File: config.mk
export PLATFORM = sky130hd
export DESIGN_NAME = cache_axi_bridge
export DESIGN_NICKNAME = d
export VERILOG_FILES = /design/src/rtl/cache_axi_bridge.sv
export SDC_FILE = /design/constraint.sdc
export NUM_CORES = 1
export LEC_CHECK = 0
export BUFFER_PORTS_ARGS = -buffer_cell sky130_fd_sc_hd__buf_2
export CAP_MARGIN = 25
export CORE_AREA = 2 2 151 153
export DETAILED_ROUTE_END_ITERATION = 8
export DIE_AREA = 0 0 153 155
export GPL_TIMING_DRIVEN = 0
export SLEW_MARGIN = 15
export SYNTH_ARGS = -nofsm -noshare
export SYNTH_HDL_FRONTEND = slang
export SYNTH_SLANG_ARGS = --single-unit
File: constraint.sdc
create_clock -name clk -period 1.9 [get_ports clk]
set_input_delay 0.475 -clock clk [delete_from_list [all_inputs] [get_ports clk]]
set_output_delay 0.475 -clock clk [all_outputs]
set_load 0.005 [all_outputs]
File: src/rtl/cache_axi_bridge.sv
// Bridges the i-cache and d-cache SRAM-like ports onto one AXI3 master port.
// One single-beat transaction is in flight at a time, and the d-side always wins arbitration.
module cache_axi_bridge #(
    parameter logic [3:0] AXI_ID = 4'd0
) (
    input  logic        clk,
    input  logic        rst,

    input  logic        inst_req,
    input  logic        inst_wr,
    input  logic [1:0]  inst_size,
    input  logic [31:0] inst_addr,
    input  logic [31:0] inst_wdata,
    output logic [31:0] inst_rdata,
    output logic        inst_addr_ok,
    output logic        inst_data_ok,

    input  logic        data_req,
    input  logic        data_wr,
    input  logic [1:0]  data_size,
    input  logic [31:0] data_addr,
    input  logic [31:0] data_wdata,
    output logic [31:0] data_rdata,
    output logic        data_addr_ok,
    output logic        data_data_ok,

    output logic [3:0]  arid,
    output logic [31:0] araddr,
    output logic [3:0]  arlen,
    output logic [2:0]  arsize,
    output logic [1:0]  arburst,
    output logic        arvalid,
    input  logic        arready,

    input  logic [3:0]  rid,
    input  logic [31:0] rdata,
    input  logic [1:0]  rresp,
    input  logic        rlast,
    input  logic        rvalid,
    output logic        rready,

    output logic [3:0]  awid,
    output logic [31:0] awaddr,
    output logic [3:0]  awlen,
    output logic [2:0]  awsize,
    output logic [1:0]  awburst,
    output logic        awvalid,
    input  logic        awready,

    output logic [3:0]  wid,
    output logic [31:0] wdata,
    output logic [3:0]  wstrb,
    output logic        wlast,
    output logic        wvalid,
    input  logic        wready,

    input  logic [3:0]  bid,
    input  logic [1:0]  bresp,
    input  logic        bvalid,
    output logic        bready
);

    typedef enum logic [2:0] {
        S_IDLE,
        S_AR,
        S_R,
        S_AW,
        S_B
    } state_t;

    state_t      state_reg, state_next;
    logic        sel_reg, sel_next;
    logic        wr_reg, wr_next;
    logic [1:0]  size_reg, size_next;
    logic [31:0] addr_reg, addr_next;
    logic [31:0] wdata_reg, wdata_next;
    logic        aw_done_reg, aw_done_next;
    logic        w_done_reg, w_done_next;

    logic        grant_inst;
    logic        grant_data;
    logic        resp_done;
    logic        aw_hs;
    logic        w_hs;

    always_ff @(posedge clk) begin
        if (rst) begin
            state_reg   <= S_IDLE;
            sel_reg     <= 1'b0;
            wr_reg      <= 1'b0;
            size_reg    <= 2'd0;
            addr_reg    <= 32'd0;
            wdata_reg   <= 32'd0;
            aw_done_reg <= 1'b0;
            w_done_reg  <= 1'b0;
        end else begin
            state_reg   <= state_next;
            sel_reg     <= sel_next;
            wr_reg      <= wr_next;
            size_reg    <= size_next;
            addr_reg    <= addr_next;
            wdata_reg   <= wdata_next;
            aw_done_reg <= aw_done_next;
            w_done_reg  <= w_done_next;
        end
    end

    assign aw_hs = awvalid & awready;
    assign w_hs  = wvalid & wready;

    always_comb begin
        state_next   = state_reg;
        sel_next     = sel_reg;
        wr_next      = wr_reg;
        size_next    = size_reg;
        addr_next    = addr_reg;
        wdata_next   = wdata_reg;
        aw_done_next = aw_done_reg;
        w_done_next  = w_done_reg;
        grant_inst   = 1'b0;
        grant_data   = 1'b0;
        resp_done    = 1'b0;

        unique case (state_reg)
            S_IDLE: begin
                if (data_req) begin
                    grant_data   = 1'b1;
                    sel_next     = 1'b1;
                    wr_next      = data_wr;
                    size_next    = data_size;
                    addr_next    = data_addr;
                    wdata_next   = data_wdata;
                    aw_done_next = 1'b0;
                    w_done_next  = 1'b0;
                    state_next   = data_wr ? S_AW : S_AR;
                end else if (inst_req) begin
                    grant_inst   = 1'b1;
                    sel_next     = 1'b0;
                    wr_next      = inst_wr;
                    size_next    = inst_size;
                    addr_next    = inst_addr;
                    wdata_next   = inst_wdata;
                    aw_done_next = 1'b0;
                    w_done_next  = 1'b0;
                    state_next   = inst_wr ? S_AW : S_AR;
                end
            end
            S_AR: begin
                if (arready) begin
                    state_next = S_R;
                end
            end
            S_R: begin
                if (rvalid) begin
                    resp_done  = 1'b1;
                    state_next = S_IDLE;
                end
            end
            S_AW: begin
                // The two channels may complete in either order; leave once both have.
                if ((aw_done_reg | aw_hs) && (w_done_reg | w_hs)) begin
                    aw_done_next = 1'b0;
                    w_done_next  = 1'b0;
                    state_next   = S_B;
                end else begin
                    aw_done_next = aw_done_reg | aw_hs;
                    w_done_next  = w_done_reg | w_hs;
                end
            end
            S_B: begin
                if (bvalid) begin
                    resp_done  = 1'b1;
                    state_next = S_IDLE;
                end
            end
            default: begin
                state_next = S_IDLE;
            end
        endcase
    end

    // Handshake outputs are masked during reset so an aborted transfer never reports completion.
    assign inst_addr_ok = grant_inst & ~rst;
    assign data_addr_ok = grant_data & ~rst;
    assign inst_data_ok = resp_done & ~sel_reg & ~rst;
    assign data_data_ok = resp_done & sel_reg & ~rst;
    assign inst_rdata   = rdata;
    assign data_rdata   = rdata;

    assign arid    = AXI_ID;
    assign araddr  = addr_reg;
    assign arlen   = 4'd0;
    assign arsize  = {1'b0, size_reg};
    assign arburst = 2'b01;
    assign arvalid = (state_reg == S_AR);
    assign rready  = (state_reg == S_R);

    assign awid    = AXI_ID;
    assign awaddr  = addr_reg;
    assign awlen   = 4'd0;
    assign awsize  = {1'b0, size_reg};
    assign awburst = 2'b01;
    assign awvalid = (state_reg == S_AW) && !aw_done_reg;

    assign wid     = AXI_ID;
    assign wdata   = wdata_reg;
    assign wlast   = 1'b1;
    assign wvalid  = (state_reg == S_AW) && !w_done_reg;
    assign bready  = (state_reg == S_B);

    for (genvar gi = 0; gi < 4; gi++) begin : g_wstrb
        localparam logic [1:0] LANE = 2'(gi);
        assign wstrb[gi] = (size_reg == 2'd0) ? (addr_reg[1:0] == LANE) :
                           (size_reg == 2'd1) ? (addr_reg[1] == LANE[1]) :
                                                1'b1;
    end

    // Response metadata is not used by the caches.
    logic unused_ok;
    assign unused_ok = ^{rid, rresp, rlast, bid, bresp, wr_reg};

endmodule

==> metrics <==
run status finished with violations; failing checks negative setup slack; CORE AREA 22200 sq um; ys async rst share 0%; Final nets 1032; antenna violations before repair 0; Root Buffer clkbuf_16; min Tclk post-route 2.04 ns; CTS tree yes; CP Class flop to output pin; area delta synth->final 57.2%; R2R depth 7; gr ovfl total 0; hold depth 3; Final Max Slew Viols 0; design area 6780 sq um; Switching Power 2.79 mW; R2R Setup Slk 0.17 ns; slowest stage delay, CP 0.37 ns; CP Capture Type output pin; std cell rows 55; Cell Int Power 4.96 mW; port buffer count 318; Vias 4364; setup violators final 3; Hold Path Sink aw_done_reg; post-synth cell types 31; Avg Synthesized Cell Area 8.94 sq um; clock buffer depth 2; # DRC 0; Antenna Cells 0; Top Ports 392; Skew-Pair Late Insertion Delay 0.33 ns; largest net degree at the start of global routing 20; Clk network pwr share 22.5%; ratio of cells with drive above 1 in the final layout 59.2%; Yosys reg bits 72; sequential share of the synthesized area 33.4%; Via density 3.85; Synth area leader dfxtp_1; cells after synthesis 483; slowest stage cell, crit path or3_4; TritonCTS Sinks 72; first-pass GRT wire length 22.4 mm; height of the die 155 um; Hold Startpoint awready; Filler Cells Inserted 2420; DRT iter0 DRCs 134; final weighted congestion in routability-driven placement 0.733; Sw Ratio 36.0%; Min Hold Slack 0.412 ns; Starting Density 19.4%; DIE WIDTH 153 um; fin crit share 107%; cell chain of the critical path or3_4 -> or2_4 -> nor3b_2 -> buf_2; Lkg Pwr 3.69 nW; Reg-to-Reg Start state_reg[1]; Final WS setup -0.141 ns; FF-to-FF End wdata[31]; skew final 0.00517 ns; mapped cell area 4320 sq um; Design Power 7.76 mW; CTS clock-pin slew for the worst setup and hold paths 0.06 ns; CTS Buf Count 9; top post-synthesis cells by area dfxtp_1 33%, buf_4 22%, mux2i_1 16%; most frequent cell after synthesis buf_4; share of power burned in registers 30.9%; die area 23700 sq um; hpwl dp 12.5 mm; CP bufs+invs 1; Commonest cells post-synth 125 x buf_4, 75 x nor2_1, 72 x dfxtp_1, 67 x mux2i_1, 59 x a211oi_1; critical path launch point type flop; H-tree levels 3; WL/cell 13.4 um; maximum VDD drop 361 uV; Ys Warns 0; max cap viols 0; Comb pwr share 46.6%; Placed Area 6360 sq um; final WL 15.2 mm; DR pass1 iterations 4; Hold-fix buffers, CTS 0; Fmax 490 MHz; setup TNS -0.329 ns; number of enable flip-flop cells after synthesis 0; Tot GR Track Use 12.2%; Arr. time, crit path 1.57 ns; Hold Violations, Final 0; Top FF cell, synth dfxtp_1; worst-margin pin slew 0.769 ns; min-delay worst type input port to flop; CP Data Required Time 1.42 ns; Max Fanout on Critical Path 3; vias in the first global route 4221; dpl ws -0.476 ns; top-area cell type share of the netlist area 33.4%; DRT antenna net count 0; unrepaired setup endpoints after global routing yes; critical path's top delay family simple AND/OR/NAND/NOR gates; Pwr Density 1140 nW/um^2; Worst slew margin 48.8%
==> worst min-delay path: stages <==
cell and delay (ns):
buf_2 0.12, nand2_1 0.05, a21oi_1 0.05
==> per-layer routing <==
layer  wire (um)  share of wire, %  up-vias  track usage [%]
met5           0                 0        -                0
met4          94              0.62        0             2.38
met3        1190               7.8        5             4.23
met2        7680                50      202             22.0
met1        6280                41     1917             13.9
li1            -                 -     2240                -
==> power by group through the flow <==
stage	Combinational, mW	Sequential [mW]	Clock (mW)
after floorplan	2.00	2.39	0
after global placement	3.48	2.42	0
after detailed placement	3.51	2.44	0
after CTS	3.64	2.41	1.83
after global routing	4.03	2.47	1.88
final	3.61	2.40	1.74
==> cell usage in the layout (no fill, tap or decap), drive strengths merged <==
| cell | n |
|---|---|
| buf | 465 |
| nor2 | 76 |
| dfxtp | 72 |
| a211oi | 68 |
| mux2i | 67 |
| clkbuf | 29 |
| conb | 27 |
| o21ai | 5 |
| nor2b | 4 |
| o21bai | 4 |
| nand2 | 3 |
| inv | 3 |
| nand2b | 3 |
| nand3b | 3 |
| nor3 | 3 |
| a21oi | 3 |
| clkinv | 2 |
| and2 | 1 |
| or3 | 1 |
| or2 | 1 |
| nor3b | 1 |
| a2111oi | 1 |
| o22a | 1 |
| a211o | 1 |
| o211ai | 1 |
| mux2 | 1 |
| o22ai | 1 |
| o21a | 1 |
| bufinv | 1 |
==> final cells by class <==
cell class,count,area (sq um),area share [%]
plain buffers,155,1110,16.4
clock buffers,13,260,3.84
clock inverters,3,40.0,0.590
inverters,3,11.3,0.166
multi-input cells,277,1910,28.1
flip-flops and latches,72,1450,21.3
well taps,285,357,5.26
repair buffers,326,1650,24.3
==> kinds of logic (layout without fill, tap and decap cells) <==
logic type             after synthesis  after routing  share of synthesized area (%)
and+or+nand+nor                     96             96                           9.54
AOI/OAI and AO/OA                   86             86                           15.6
buffers and inverters              159            500                           25.5
DFF                                 72             72                           33.4
other                                2             27                          0.174
muxes                               68             68                           15.8
==> per-stage QoR <==
stage,std cells,util [%]
6_report,1134,30.5
5_1_grt,1134,30.5
3_5_place_dp,1111,28.6
2_1_floorplan,508,-
4_1_cts,1132,30.3
3_3_place_gp,1111,28.6
==> what timing repair did <==
item,CTS,global route
resized for setup,16,5
setup endpoints to repair,66,10
buffers inserted,6,2
pin swaps,5,2
==> worst max-delay path by stage <==
stage,from,endpoint,slack [ns],depth (start not counted)
global placement,data_req,data_addr_ok,-0.46,6
CTS,state_reg[1],inst_addr_ok,-0.20,4
global route,state_reg[1],inst_addr_ok,-0.19,4
detailed placement,data_req,data_addr_ok,-0.48,6
floorplan,data_req,data_addr_ok,0.09,5
finish,state_reg[1],inst_addr_ok,-0.14,4
Power figures use the tool's default switching activity.
